**src/rtl/axi4_lite_slave_regs.sv**
```systemverilog
// AXI4-Lite responder serving a bank of NUM_REGS byte-strobed 32-bit registers.
// Latency: B valid the cycle after the later of the AW/W handshakes; R valid the cycle after AR.
// Backpressure: one write and one read outstanding; READYs drop until the B/R beat is taken.
module axi4_lite_slave_regs #(
   parameter int DATA_WIDTH = 32,
   parameter int ADDR_WIDTH = 32,
   parameter int NUM_REGS   = 16,
   parameter int ADDR_LSB   = 0
) (
   input  logic                    ACLK,
   input  logic                    ARESET,
   input  logic [ADDR_WIDTH-1:0]   S_AWADDR,
   input  logic                    S_AWVALID,
   output logic                    S_AWREADY,
   input  logic [DATA_WIDTH-1:0]   S_WDATA,
   input  logic [DATA_WIDTH/8-1:0] S_WSTRB,
   input  logic                    S_WVALID,
   output logic                    S_WREADY,
   output logic [1:0]              S_BRESP,
   output logic                    S_BVALID,
   input  logic                    S_BREADY,
   input  logic [ADDR_WIDTH-1:0]   S_ARADDR,
   input  logic                    S_ARVALID,
   output logic                    S_ARREADY,
   output logic [DATA_WIDTH-1:0]   S_RDATA,
   output logic [1:0]              S_RRESP,
   output logic                    S_RVALID,
   input  logic                    S_RREADY
);
   localparam int IDX_W  = (NUM_REGS > 1) ? $clog2(NUM_REGS) : 1;
   localparam int STRB_W = DATA_WIDTH / 8;

   localparam logic [1:0] W_IDLE = 2'd0;
   localparam logic [1:0] W_HOLD = 2'd1;
   localparam logic [1:0] W_RESP = 2'd2;

   localparam logic [0:0] R_IDLE = 1'b0;
   localparam logic [0:0] R_DATA = 1'b1;

   localparam logic [1:0] RESP_OKAY   = 2'b00;
   localparam logic [1:0] RESP_SLVERR = 2'b10;

   logic [DATA_WIDTH-1:0] regs [NUM_REGS];

   // ---------------- write channel ----------------
   logic [1:0]            w_state;
   logic                  aw_held;
   logic                  w_held;
   logic [ADDR_WIDTH-1:0] aw_addr_q;
   logic [DATA_WIDTH-1:0] w_data_q;
   logic [STRB_W-1:0]     w_strb_q;
   logic [1:0]            bresp_q;

   logic                  aw_hs;
   logic                  w_hs;
   logic                  commit;
   logic [ADDR_WIDTH-1:0] wr_addr;
   logic [DATA_WIDTH-1:0] wr_data;
   logic [STRB_W-1:0]     wr_strb;
   logic                  wr_oor;
   logic [IDX_W-1:0]      wr_idx;

   // Each address/data channel accepts one beat per transaction and stops once held or responding.
   assign S_AWREADY = !ARESET && ((w_state == W_IDLE) || ((w_state == W_HOLD) && !aw_held));
   assign S_WREADY  = !ARESET && ((w_state == W_IDLE) || ((w_state == W_HOLD) && !w_held));

   assign aw_hs  = S_AWVALID && S_AWREADY;
   assign w_hs   = S_WVALID && S_WREADY;
   // The commit edge is whichever edge completes the second of the two beats.
   assign commit = (aw_hs || aw_held) && (w_hs || w_held);

   // A held beat takes precedence over the live bus, which is idle for that channel.
   assign wr_addr = aw_held ? aw_addr_q : S_AWADDR;
   assign wr_data = w_held  ? w_data_q  : S_WDATA;
   assign wr_strb = w_held  ? w_strb_q  : S_WSTRB;
   assign wr_oor  = (wr_addr >> ADDR_LSB) >= ADDR_WIDTH'(NUM_REGS);
   assign wr_idx  = wr_addr[ADDR_LSB +: IDX_W];

   // Write FSM: collect AW and W in either order, then hold the B response until taken.
   always_ff @(posedge ACLK) begin
      if (ARESET) begin
         w_state <= W_IDLE;
         aw_held <= 1'b0;
         w_held  <= 1'b0;
         bresp_q <= RESP_OKAY;
      end else begin
         case (w_state)
            W_IDLE, W_HOLD: begin
               if (commit) begin
                  w_state <= W_RESP;
                  aw_held <= 1'b0;
                  w_held  <= 1'b0;
                  bresp_q <= wr_oor ? RESP_SLVERR : RESP_OKAY;
               end else if (aw_hs || w_hs) begin
                  w_state <= W_HOLD;
                  if (aw_hs) aw_held <= 1'b1;
                  if (w_hs)  w_held  <= 1'b1;
               end
            end
            W_RESP: begin
               if (S_BREADY) w_state <= W_IDLE;
            end
            default: w_state <= W_IDLE;
         endcase
      end
   end

   // Capture whichever write beat arrives first; only read back while its held flag is set.
   always_ff @(posedge ACLK) begin
      if (aw_hs) aw_addr_q <= S_AWADDR;
      if (w_hs) begin
         w_data_q <= S_WDATA;
         w_strb_q <= S_WSTRB;
      end
   end

   // Register bank: byte-lane update on the commit edge, out-of-range writes dropped.
   always_ff @(posedge ACLK) begin
      if (ARESET) begin
         for (int i = 0; i < NUM_REGS; i++) regs[i] <= '0;
      end else if (commit && !wr_oor) begin
         for (int k = 0; k < STRB_W; k++) begin
            if (wr_strb[k]) regs[wr_idx][8*k +: 8] <= wr_data[8*k +: 8];
         end
      end
   end

   assign S_BVALID = !ARESET && (w_state == W_RESP);
   assign S_BRESP  = bresp_q;

   // ---------------- read channel ----------------
   logic [0:0]            r_state;
   logic [DATA_WIDTH-1:0] rdata_q;
   logic [1:0]            rresp_q;
   logic                  rd_oor;
   logic [IDX_W-1:0]      rd_idx;

   assign S_ARREADY = !ARESET && (r_state == R_IDLE);
   assign rd_oor    = (S_ARADDR >> ADDR_LSB) >= ADDR_WIDTH'(NUM_REGS);
   assign rd_idx    = S_ARADDR[ADDR_LSB +: IDX_W];

   // Read FSM: sample the bank on the AR edge (pre-commit value on a collision), hold R until taken.
   always_ff @(posedge ACLK) begin
      if (ARESET) begin
         r_state <= R_IDLE;
         rdata_q <= '0;
         rresp_q <= RESP_OKAY;
      end else begin
         case (r_state)
            R_IDLE: begin
               if (S_ARVALID) begin
                  r_state <= R_DATA;
                  rdata_q <= rd_oor ? '0 : regs[rd_idx];
                  rresp_q <= rd_oor ? RESP_SLVERR : RESP_OKAY;
               end
            end
            R_DATA: begin
               if (S_RREADY) r_state <= R_IDLE;
            end
            default: r_state <= R_IDLE;
         endcase
      end
   end

   assign S_RVALID = !ARESET && (r_state == R_DATA);
   assign S_RDATA  = rdata_q;
   assign S_RRESP  = rresp_q;

endmodule

```
**config.mk**
```make
export PLATFORM = sky130hd
export DESIGN_NAME = axi4_lite_slave_regs
export DESIGN_NICKNAME = d
export VERILOG_FILES = /design/src/rtl/axi4_lite_slave_regs.sv
export SDC_FILE = /design/constraint.sdc
export NUM_CORES = 1
export LEC_CHECK = 0
export CAP_MARGIN = 40
export CORE_UTILIZATION = 55
export DETAILED_ROUTE_END_ITERATION = 7
export PLACE_DENSITY = 0.88
export SETUP_SLACK_MARGIN = 0.05
export SLEW_MARGIN = 20
export SYNTH_ARGS = -nofsm -noshare
export SYNTH_HDL_FRONTEND = slang
export SYNTH_SLANG_ARGS = --single-unit
export TNS_END_PERCENT = 1
```
**constraint.sdc**
```tcl
create_clock -name ACLK -period 2.35 [get_ports ACLK]
set_input_delay 0.47 -clock ACLK [delete_from_list [all_inputs] [get_ports ACLK]]
set_output_delay 0.47 -clock ACLK [all_outputs]
set_load 0.1 [all_outputs]
```
==> out/results.ini <==
[final_layout]
num_antenna_cells=0
nNetsFinal=2374
syn2layout_area_growth_pct=20.54
multi_input_comb_area_um2=9763
final_cells=2997
drive_gt1_frac=0.2438
register_area_um2=18200
finalInstanceArea_um2=34910
fill_cells=3092

[floorplan]
die-area_um2=53580
die_w_um=231.5
num_io_pins=148
rows=83
core_area_um2=51720
die_h_um=231.5
initial_utilization=0.5600

[placed_design]
dp_hpwl_um=53990
placed_area_um2=32250
dp.cells=2869
io_buffers=145
routabilityCongestion=0.9224

[critical_path]
cp.arrival_ns=2.88
critPathRequiredTime_ns=2.76
worst-path-max-fanout=42
critical-path-slowest-cell=clkdlybuf4s50_1
path_cells=clkdlybuf4s50_1 > nor4_2 > buf_4 > nand4_1 > buf_4 > o22a_4 > buf_4 > nor4_1
worstSetupStartpointType=primary input
end_kind=flop
cp_slowest_stage_delay_ns=0.49
cp_common_cell=buf_4
critPathKind=in2reg

[grt]
overflow=0
antenna_found_initial=3
first_global_vias=21395
grt_max_degree=177
grt_pass1_wl_um=131300
grt_use_total=0.3275

[routing]
routed_via_density=7.510
drc=0
via_count=22507
dr.pass1.iters=7
drt-wirelength-per-cell_um=30.56
ant_nets=0
drtIter0Drc=4644
wl_um=91580

[outcome]
status=finished, violations left
violations=setup timing

[clocking]
cts_buffer_depth=3
htree_levels=2
cts_root_buf=clkbuf_16
cts_sinks=619
numCtsBuffers=60
clock_latency_ns=0.69
cts_hold_buf=0
clk_pin_slew_ns=0.06
cts_tree=built

[timing]
rsz0062_at_grt=true
timing.hold.ws_ns=0.1999
worstMarginPinSlew_ns=0.7963
period_share=1.051
max_clock_freq_ghz=0.4050
fin_skew_ns=0.04677
post-route-min-period_ns=2.469
slew_headroom=0.4691
setup_viol=41
worst_slack_ns=-0.1194
hold_viol_final=0
finalMaxSlewViolations=0

[yosys]
synth-main-ff-cell=edfxtp_1
synth.distinct_cells=44
synth_area_um2=28960
netlist_instances=2132
syn_area_per_cell_um2=13.58
async_flop_share=0
yosysWarnings=0
synth_seq_cells=619
yosysSeqAreaShare=0.6283
synth-edff-count=580

[worst_hold_path]
hold_class=in2reg

[power_and_ir_drop]
vdd_drop_max_mv=0.9845
p_leak_nw=11.68
power_density_nw_per_um2=716.8
totalPowerFinal_mw=25.02

[job]
drv_cap=0

## sequential cells by signal, summed over array words and instances (netlist names), 2 cells and up
signal	flops
w_data_q	32
S_RDATA	32
regs	512
w_state	2
aw_addr_q	32
w_strb_q	4
## power breakdown
group	leakage (nW)	switching (mW)	internal [mW]
registers	6.26	0.152	12.4
clock network	0.931	4.32	5.34
logic	4.49	1.76	1.06
## layer usage
metal / up-vias / routed length [µm] / track usage
met2: 2400 / 41870 / 0.5158
li1: 9062 / - / -
met3: 504 / 14820 / 0.09338
met4: 4 / 5663 / 0.1687
met5: - / 27 / 0
met1: 10537 / 29210 / 0.4128
## path summary, 6_finish.rpt
path,slack (ns),cells after the start,endpoint,startpoint
worst max-delay path,-0.12,8,regs[13][12]$_SDFFCE_PN0P_,S_AWADDR[24]
worst max register to register,-0.08,7,regs[13][12]$_SDFFCE_PN0P_,aw_addr_q[26]$_DFFE_PP_
worst min register to register,0.46,2,S_RDATA[18]$_SDFFE_PP0P_,S_RDATA[18]$_SDFFE_PP0P_
worst min-delay path,0.20,2,r_state$_SDFF_PP0_,ARESET
## cells in the mapped netlist (34+ instances only)
master,number,share of area
buf_2,57,0.0098
dfxtp_1,39,0.027
mux4_2,34,0.026
nor2_1,45,0.0058
buf_1,46,0.0060
clkbuf_1,131,0.017
edfxtp_1,580,0.60
a31o_2,64,0.019
nor4_1,526,0.11
mux2i_1,192,0.066
buf_6,54,0.021
o22ai_1,63,0.014
nand2_1,71,0.0092
## critical path, delay by kind of cell
family	cells	cell delay [ns]
AOI/OAI and AO/OA	1	0.32
and+or+nand+nor	3	0.90
buffers and inverters	4	1.16
## area by class of cell
class / count / share of cell area
repair buffers: 364 / 0.1188
flip-flops and latches: 619 / 0.5213
inverters: 6 / 0.0006451
clock inverters: 31 / 0.008208
clock buffers: 81 / 0.04699
well taps: 680 / 0.02437
multi-input cells: 1216 / 0.2797
## logic make-up after synthesis
family / share of synthesized area
buf+inv: 0.05586
compound gates: 0.06701
other cells: 0.0001295
flops: 0.6283
simple gates: 0.1434
mux: 0.1052
## repair_timing
action                                  CTS  global route
setup buffers                             0            12
resized for setup                        22            55
pin swaps                                 1             7
endpoints found under the setup margin  383           647
gates cloned                              0             4
## metrics by stage
stage,setup TNS (ns),setup slack [ns],util
after global placement,-494.47,-0.5900,0.6236
after detailed placement,-514.08,-0.6689,0.6236
after floorplan,-2.427,-0.05836,-
after global routing,-6.376,-0.1431,0.6750
final,-1.042,-0.1194,0.6750
after CTS,-0.001668,-0.001668,0.6639
## layout by cell type, fill, tap and decap left out, drive strengths merged, types with 4 or more instances in the layout
cell and n:
inv 8, o21ai 4, nand4 6, edfxtp 580, mux4 34, a211oi 33
dfxtp 39, o31ai 34, nor3 4, nor4 530, a31o 64, bufinv 4
and2 18, nand2 83, o221ai 33, a21oi 7, nand2b 6, nor2b 6
clkdlybuf4s50 102, nor2 45, mux2 32, buf 259, clkinv 22, a221oi 4
mux2i 192, clkbuf 84, o22ai 63
Note: power is estimated with default switching activity, not from simulation.
